===== src/rtl/bcd_to_binary_pkg.sv =====
// Shared constants for the BCD-to-binary converter: FSM encodings, BCD digit
// limits and the reverse double-dabble adjust values.
package bcd_to_binary_pkg;

  localparam int BCD_DIGIT_W   = 4;
  localparam int BCD_MAX_DIGIT = 9;
  localparam int ADJ_THRESH    = 8;
  localparam int ADJ_VAL       = 3;

  typedef logic [1:0] state_t;

  // Plain constants rather than an enum so older tools and dumps agree on the encoding.
  localparam logic [1:0] ST_IDLE  = 2'd0;
  localparam logic [1:0] ST_SHIFT = 2'd1;
  localparam logic [1:0] ST_DONE  = 2'd2;

  function automatic logic digit_invalid(input logic [BCD_DIGIT_W-1:0] d);
    return d > BCD_DIGIT_W'(BCD_MAX_DIGIT);
  endfunction

endpackage


===== src/rtl/bcd_to_binary_if.sv =====
// Request/result bundle for the BCD-to-binary converter: start + packed BCD in,
// binary result with busy/done/error status out.
interface bcd_to_binary_if #(
  parameter int DIGITS = 3,
  parameter int BIN_W  = 10
);

  logic                  start;
  logic [4*DIGITS-1:0]   bcd_in;
  logic [BIN_W-1:0]      bin_out;
  logic                  busy;
  logic                  done;
  logic                  error;

  modport master (
    output start,
    output bcd_in,
    input  bin_out,
    input  busy,
    input  done,
    input  error
  );

  modport slave (
    input  start,
    input  bcd_in,
    output bin_out,
    output busy,
    output done,
    output error
  );

endinterface


===== src/rtl/bcd_to_binary_nibble_adjust.sv =====
// One BCD nibble correction step of the reverse double dabble:
// a digit that reached 8 or more after the right shift loses 3.
module bcd_nibble_adjust
  import bcd_to_binary_pkg::*;
(
  input  logic [BCD_DIGIT_W-1:0] din,
  output logic [BCD_DIGIT_W-1:0] dout
);

  assign dout = (din >= BCD_DIGIT_W'(ADJ_THRESH)) ? din - BCD_DIGIT_W'(ADJ_VAL) : din;

endmodule


===== src/rtl/bcd_to_binary.sv =====
// Sequential BCD-to-binary converter (reverse double dabble, one shift per clock)
// with a start/busy/done handshake and invalid-digit detection.
module bcd_to_binary
  import bcd_to_binary_pkg::*;
#(
  parameter int DIGITS = 3,
  parameter int BIN_W  = 10
) (
  input  logic             clk,
  input  logic             reset,
  bcd_to_binary_if.slave   bus
);

  localparam int BCD_W = BCD_DIGIT_W * DIGITS;
  localparam int SR_W  = BCD_W + BIN_W;
  localparam int CNT_W = (BIN_W > 1) ? $clog2(BIN_W) : 1;

  state_t            state_reg;
  logic [SR_W-1:0]   sr_reg;
  logic [CNT_W-1:0]  count_reg;
  logic              err_pend_reg;
  logic [BIN_W-1:0]  bin_out_reg;
  logic              busy_reg;
  logic              done_reg;
  logic              error_reg;

  logic [SR_W-1:0]   sr_shift;
  logic [BCD_W-1:0]  bcd_adj;
  logic [SR_W-1:0]   sr_next;
  logic [DIGITS-1:0] digit_bad;
  logic              any_bad;
  logic              last_shift;
  logic              enter_done;

  assign sr_shift = sr_reg >> 1;

  genvar gi;
  generate
    for (gi = 0; gi < DIGITS; gi++) begin : g_digit
      bcd_nibble_adjust u_adj (
        .din  (sr_shift[BIN_W + BCD_DIGIT_W*gi +: BCD_DIGIT_W]),
        .dout (bcd_adj[BCD_DIGIT_W*gi +: BCD_DIGIT_W])
      );
      assign digit_bad[gi] = digit_invalid(bus.bcd_in[BCD_DIGIT_W*gi +: BCD_DIGIT_W]);
    end
  endgenerate

  assign any_bad    = |digit_bad;
  assign last_shift = (count_reg == CNT_W'(BIN_W - 1));

  // The final shift carries no adjust: the BCD part is already empty by then.
  assign sr_next    = last_shift ? sr_shift : {bcd_adj, sr_shift[BIN_W-1:0]};

  // A rejected input spends one SHIFT cycle doing nothing so both paths report from DONE.
  assign enter_done = (state_reg == ST_SHIFT) && (err_pend_reg || last_shift);

  always_ff @(posedge clk or posedge reset) begin
    if (reset) begin
      state_reg    <= ST_IDLE;
      sr_reg       <= '0;
      count_reg    <= '0;
      err_pend_reg <= 1'b0;
      bin_out_reg  <= '0;
      busy_reg     <= 1'b0;
      done_reg     <= 1'b0;
      error_reg    <= 1'b0;
    end else begin
      done_reg <= 1'b0;
      case (state_reg)
        ST_IDLE: begin
          if (bus.start) begin
            sr_reg       <= {bus.bcd_in, {BIN_W{1'b0}}};
            count_reg    <= '0;
            err_pend_reg <= any_bad;
            busy_reg     <= 1'b1;
            state_reg    <= ST_SHIFT;
          end
        end
        ST_SHIFT: begin
          if (!err_pend_reg) begin
            sr_reg    <= sr_next;
            count_reg <= count_reg + CNT_W'(1);
          end
          if (enter_done) begin
            bin_out_reg <= err_pend_reg ? '0 : sr_next[BIN_W-1:0];
            error_reg   <= err_pend_reg;
            busy_reg    <= 1'b0;
            done_reg    <= 1'b1;
            state_reg   <= ST_DONE;
          end
        end
        ST_DONE: begin
          err_pend_reg <= 1'b0;
          state_reg    <= ST_IDLE;
        end
        default: begin
          state_reg <= ST_IDLE;
        end
      endcase
    end
  end

  assign bus.bin_out = bin_out_reg;
  assign bus.busy    = busy_reg;
  assign bus.done    = done_reg;
  assign bus.error   = error_reg;

endmodule


===== src/flat_wrapper.sv =====
// flat-port wrapper written by rule: the top's interface ports become plain ports
module bcd_to_binary_flat import bcd_to_binary_pkg::*;
#(
  parameter int DIGITS = 3,
  parameter int BIN_W  = 10
)
  (clk, reset, bus_start, bus_bcd_in, bus_bin_out, bus_busy, bus_done, bus_error);
  bcd_to_binary_if #(.DIGITS(DIGITS), .BIN_W(BIN_W)) bus_i ();
  input  logic clk;
  input  logic reset;
  input wire logic [$bits(bus_i.start)-1:0] bus_start;
  input wire logic [$bits(bus_i.bcd_in)-1:0] bus_bcd_in;
  output wire logic [$bits(bus_i.bin_out)-1:0] bus_bin_out;
  output wire logic [$bits(bus_i.busy)-1:0] bus_busy;
  output wire logic [$bits(bus_i.done)-1:0] bus_done;
  output wire logic [$bits(bus_i.error)-1:0] bus_error;
  assign bus_i.start = bus_start;
  assign bus_i.bcd_in = bus_bcd_in;
  assign bus_bin_out = bus_i.bin_out;
  assign bus_busy = bus_i.busy;
  assign bus_done = bus_i.done;
  assign bus_error = bus_i.error;
  bcd_to_binary #(.DIGITS(DIGITS), .BIN_W(BIN_W)) u_core (.clk(clk), .reset(reset), .bus(bus_i));
endmodule

===== config.mk =====
export PLATFORM = sky130hd
export DESIGN_NAME = bcd_to_binary_flat
export DESIGN_NICKNAME = d
export VERILOG_FILES = /design/src/rtl/bcd_to_binary_pkg.sv /design/src/rtl/bcd_to_binary_if.sv /design/src/rtl/bcd_to_binary_nibble_adjust.sv /design/src/rtl/bcd_to_binary.sv /design/src/flat_wrapper.sv
export SDC_FILE = /design/constraint.sdc
export NUM_CORES = 1
export LEC_CHECK = 0
export ABC_AREA = 1
export BUFFER_PORTS_ARGS = -buffer_cell sky130_fd_sc_hd__buf_2
export CAP_MARGIN = 20
export CORE_AREA = 2 2 66 68
export DETAILED_ROUTE_END_ITERATION = 12
export DIE_AREA = 0 0 68 70
export GPL_ROUTABILITY_DRIVEN = 1
export PLACE_DENSITY = 0.73
export SETUP_SLACK_MARGIN = 0.4
export SLEW_MARGIN = 0
export SYNTH_ARGS = -nofsm -noshare
export SYNTH_HDL_FRONTEND = slang
export SYNTH_SLANG_ARGS = --single-unit

===== constraint.sdc =====
create_clock -name clk -period 1.3 [get_ports clk]
set_clock_uncertainty 0.05 [all_clocks]
set_input_delay 0.065 -clock clk [delete_from_list [all_inputs] [get_ports clk]]
set_output_delay 0.065 -clock clk [all_outputs]
set_load 0.02 [all_outputs]

## Word level (Yosys, flattened, before mapping)

Index checks and enable logic that the tools add are counted.

- $add $sub $neg: 4
- $lt $le $gt $ge: 6
- Equality and inequality tests: 6
- Muxes and demuxes: 21
- Reduce and logical (&&, ||, !) cells: 11

Operator list:

| kind | number |
|---|---|
| 22-bit two-way mux | 3 |
| 22-bit one-hot mux with 2 select lines | 1 |
| 4-bit two-way mux | 5 |
| 4-bit > comparator (second input constant) | 3 |
| 10-bit two-way mux | 1 |
| 4-bit greater-or-equal comparator (second input constant) | 2 |
| 4-bit one-hot mux with 2 select lines | 1 |
| 4-bit by 2-bit subtractor with 4-bit output (second input constant) | 2 |
| 2-bit AND reduction | 3 |
| 3-bit AND reduction | 2 |
| 1-bit two-way mux | 5 |
| 4-bit by 1-bit adder with 4-bit output (second input constant) | 1 |
| 4-bit == test (second input constant) | 1 |
| 3-bit by 4-bit greater-or-equal comparator with 1-bit output (second input constant) | 1 |
| 2-bit two-way mux | 2 |
| 2-bit != test (second input constant) | 2 |
| 1-bit one-hot mux with 2 select lines | 2 |
| 2-bit one-hot mux with 2 select lines | 1 |
| 2-bit nonzero test | 2 |
| 3-bit by 2-bit subtractor with 4-bit output (second input constant) | 1 |
| 3-bit OR reduction | 1 |
| 2-bit by 1-bit == test with 1-bit output (second input constant) | 1 |
| 2-bit == test (second input constant) | 1 |
| 2-bit logical NOT | 1 |
| other kinds (3) | 3 |

- Register bits: 42
- Output and inout bits: 13

## Depth between registers and ports, before layout

- Depth after elaboration: 5
- Gate-level depth with buffers: 8

## Cells and area by module

A second synthesis with hierarchy kept.

- Cells, all modules: 321
- Area, all modules: 2366.0 um2

By module, submodules not included:

| module | instances | cells an instance | area an instance (um2) |
|---|---|---|---|
| bcd_to_binary | 1 | 273 | 2099.5 |
| bcd_nibble_adjust | 3 | 16 | 88.8 |

## Least setup slack after synthesis

OpenSTA, ideal clock, no wires.

- Path type: register -> register
- Start point: register u_core.count_reg[1]
- End point: register u_core.bin_out_reg[8], in the netlist u_core.bus.bin_out[8]
- Setup time: 123 ps
- Data arrival time: 1228 ps
- Data required time: 1127 ps
- Slack: -101 ps
- Stages on the path, launching flop included: 9
- Path buffers: 1
- Period minus slack after synthesis: 1401 ps
- Cells stage by stage: dfrtp_1 inv_1 ha_1 nand3_2 nand2_1 nand2_1 buf_2 nand2_1 o31ai_2

- Cells in the longest elaborated chain, start to end: 4

Ends and longest elaborated chain:

| item | RTL line | RTL |
|---|---|---|
| start, declared | bcd_to_binary.sv:20 | `logic [CNT_W-1:0] count_reg;` |
| start signal, assigned | bcd_to_binary.sv:82 | `count_reg <= count_reg + CNT_W'(1);` |
| 4-bit == test | bcd_to_binary.sv:49 | `assign last_shift = (count_reg == CNT_W'(BIN_W - 1));` |
| 1-bit logical OR | bcd_to_binary.sv:55 | `assign enter_done = (state_reg == ST_SHIFT) && (err_pend_reg \|\| last_shift);` |
| 1-bit logical AND | bcd_to_binary.sv:55 |  |
| 2-bit AND reduction (no source line) | -- |  |
| end signal, assigned | bcd_to_binary.sv:85 | `bin_out_reg <= err_pend_reg ? '0 : sr_next[BIN_W-1:0];` |
| end, declared | bcd_to_binary.sv:22 | `logic [BIN_W-1:0] bin_out_reg;` |

No other way between the ends.
A chain may end at the register's enable or synchronous reset.

## Worst setup path in the final report

- Start point: register u_core.count_reg[1]
- End point: register u_core.bin_out_reg[4], in the netlist u_core.bus.bin_out[4]

Same word-level chain as after synthesis.

==> results.cfg <==
[power_and_ir_drop]
finalPower_mw = 7.276
power_leakage_nw = 1.441
power.density_mw_per_mm2 = 2420
peakVddDrop_v = 0.001253

[synth]
synth_ff_type = dfrtp_1
synth_top_cell_area_share_pct = 52.63
syn_area_mm2 = 0.001949
ys_seq_area_share_pct = 52.63
syn-num-nets = 241
synth_top_family_by_area = simple AND/OR/NAND/NOR gates
synthAdderAreaFrac_pct = 3.851
synth_most_common_cell = nand2_1
postSynth.asyncResetShare_pct = 100.0
ys_seq_elements = 41
synthMuxAreaShare_pct = 0
synth-simple-area-share_pct = 22.27
synth_compound_area_share_pct = 12.90
synth_xor_xnor_area_share_pct = 0
synthCells = 220
ys_warn_count = 0
synth.largest_area_cell = dfrtp_1
syn_avg_cell_area_um2 = 8.861
synth-edff-count = 0
synthTopCellsByCount = 53 x nand2_1, 41 x dfrtp_1, 28 x inv_1
synth_cell_types = 24
ys_top_cells_by_area = dfrtp_1 53%, nand2_1 10%, inv_1 5.4%, nand3_1 5.4%, ha_1 3.9%

[cells_and_area]
largest_reg_flops = 21
nets = 319
drive_gt1_share_pct = 42.14
area_growth_pct = 54.24
fin_area_mm2 = 0.003007
diodes = 0

[setup_path]
cp.arrival_ns = 1.54
required_ns = 1.48
critPathCaptureType = flip-flop
path_class = flip-flop to flip-flop
critPathMaxFanout = 7
start_kind = flip-flop
reg2reg_slack_ns = -0.06

[worst_hold_path]
hp-class = input port to asynchronous set/reset pin

[cts]
clk_path_buf_depth = 2
clock_latency_ns = 0.30
cts-root-buf = clkbuf_8
cts_tree = built
cts_buffers = 5
hold_buffers = 6
clkTransAtPathRegs_ns = 0.08
clock-sinks = 41
h-tree-depth = 2

[route]
routedWlPerCell_um = 15.35
dr.pass1.iters = 5
viasPerCell = 5.211
num_vias = 1829
drt-initial-drc-count = 138
routed_wl_um = 5388
postRouteAntennaNets = 0
drc_errors = 0

[placed_design]
placed_cell_area_mm2 = 0.002315
place_congestion = 0.7627
io_buffers = 27
dp_hpwl_um = 3084

[sta]
fin_tns_setup_ns = -0.8998
period_minus_slack_ns = 1.357
worst_pin_slew_ns = 0.5077
hold_slack_ns = -0.2663
fmax_mhz = 736.8
slew-limit-headroom_pct = 66.08
setup_ws_ns = -0.05718
hold_violations = 23
post-route-period-util_pct = 104.4
setup_viol = 27
rsz0062_at_grt = true
drv_slew = 0

[grt]
first_global_vias = 1795
overflow = 0
track_usage_pct = 24.35
grt_start_max_net_pins = 24
antenna_found_initial = 0
grt_pass1_wl_um = 8418

[floorplan]
rows = 24
initial_utilization_pct = 47.04
io_pins = 28
core-area_mm2 = 0.004144
die_area_mm2 = 0.004760
die_w_um = 68
die_h_um = 70

[status]
violations = hold timing, setup timing
status = complete, but fails checks

[flow_run]
drv_cap = 0
## final timing paths
path / start / to / depth (start not counted)
max in group asynchronous: reset / u_core.sr_reg[13] / 3
setup reg to reg: u_core.count_reg[1] / u_core.bus.bin_out[4] / 6
hold / removal: reset / u_core.bus.bin_out[6] / 2
hold reg to reg: u_core.sr_reg[1] / u_core.sr_reg[1] / 2
min in group clk: bus_bcd_in[10] / u_core.sr_reg[20] / 3
setup / recovery: u_core.count_reg[1] / u_core.bus.bin_out[4] / 6
## cell usage in the layout, fill, tap and decap left out, drive strengths merged, types with 3 or more instances in the layout
cell / n
dlygate4sd3: 6
dfrtp: 41
nand2: 56
nor2: 10
o21ai: 23
inv: 31
o211ai: 5
a21oi: 5
ha: 6
o22ai: 7
clkbuf: 6
nand3: 24
buf: 70
clkinvlp: 3
## kinds of logic after synthesis
family | after synthesis
AO/OA/AOI/OAI | 42
flip-flops | 41
adder cells (fa/ha/maj) | 6
AND/OR/NAND/NOR | 93
buffers and inverters | 38
## where the power goes
part	switching (mW)	internal, mW
Clock	0.464	0.378
Combinational	2.22	2.16
Sequential	0.368	1.69
## metal layers
layer  global-route usage (%)  share of wire (%)  up-vias
met5                        0                  0        -
met4                    8.000                2.3        0
met3                    5.475                3.7       12
met2                    40.78                 52       56
met1                    30.60                 42      884
li1                         -                  -      877
## area by class of cell
class	count	area, um^2
Fill cell	273	1137
Sequential cell	41	1027
Multi-Input combinational cell	142	953.4
Timing Repair Buffer	76	732.0
Inverter	32	141.4
Clock buffer	6	72.57
Tap cell	52	65.06
Clock inverter	2	15.01
## through the flow
| stage | util [%] | hold WS [ns] | setup slack [ns] | instances |
|---|---|---|---|---|
| 2_1_floorplan | - | 0.0001375 | 0.008416 | 220 |
| 3_3_place_gp | 55.86 | 0.06959 | -0.04068 | 309 |
| 3_5_place_dp | 55.86 | 0.06975 | -0.1212 | 309 |
| 4_1_cts | 70.47 | -0.2585 | 0.01268 | 347 |
| 5_1_grt | 72.55 | -0.2416 | -0.1391 | 351 |
| 6_report | 72.55 | -0.2663 | -0.05718 | 351 |
## what timing repair did
| item | 4_1_cts | 5_1_grt |
|---|---|---|
| buffers inserted | 21 | 4 |
| resized for setup | 61 | 13 |
| pin swaps | 9 | 4 |
| gates cloned | 3 | 0 |
| hold endpoints to repair | 27 | 21 |
| setup endpoints to repair | 54 | 54 |
## critical path, cell delays in order, from the launching register on
cell and delay (ns):
dfrtp_1 0.41, inv_2 0.10, ha_4 0.16, nand3_4 0.14
nand2_4 0.15, nand2_2 0.11, o21ai_0 0.17
No activity file was read; power rests on OpenSTA's default activity.
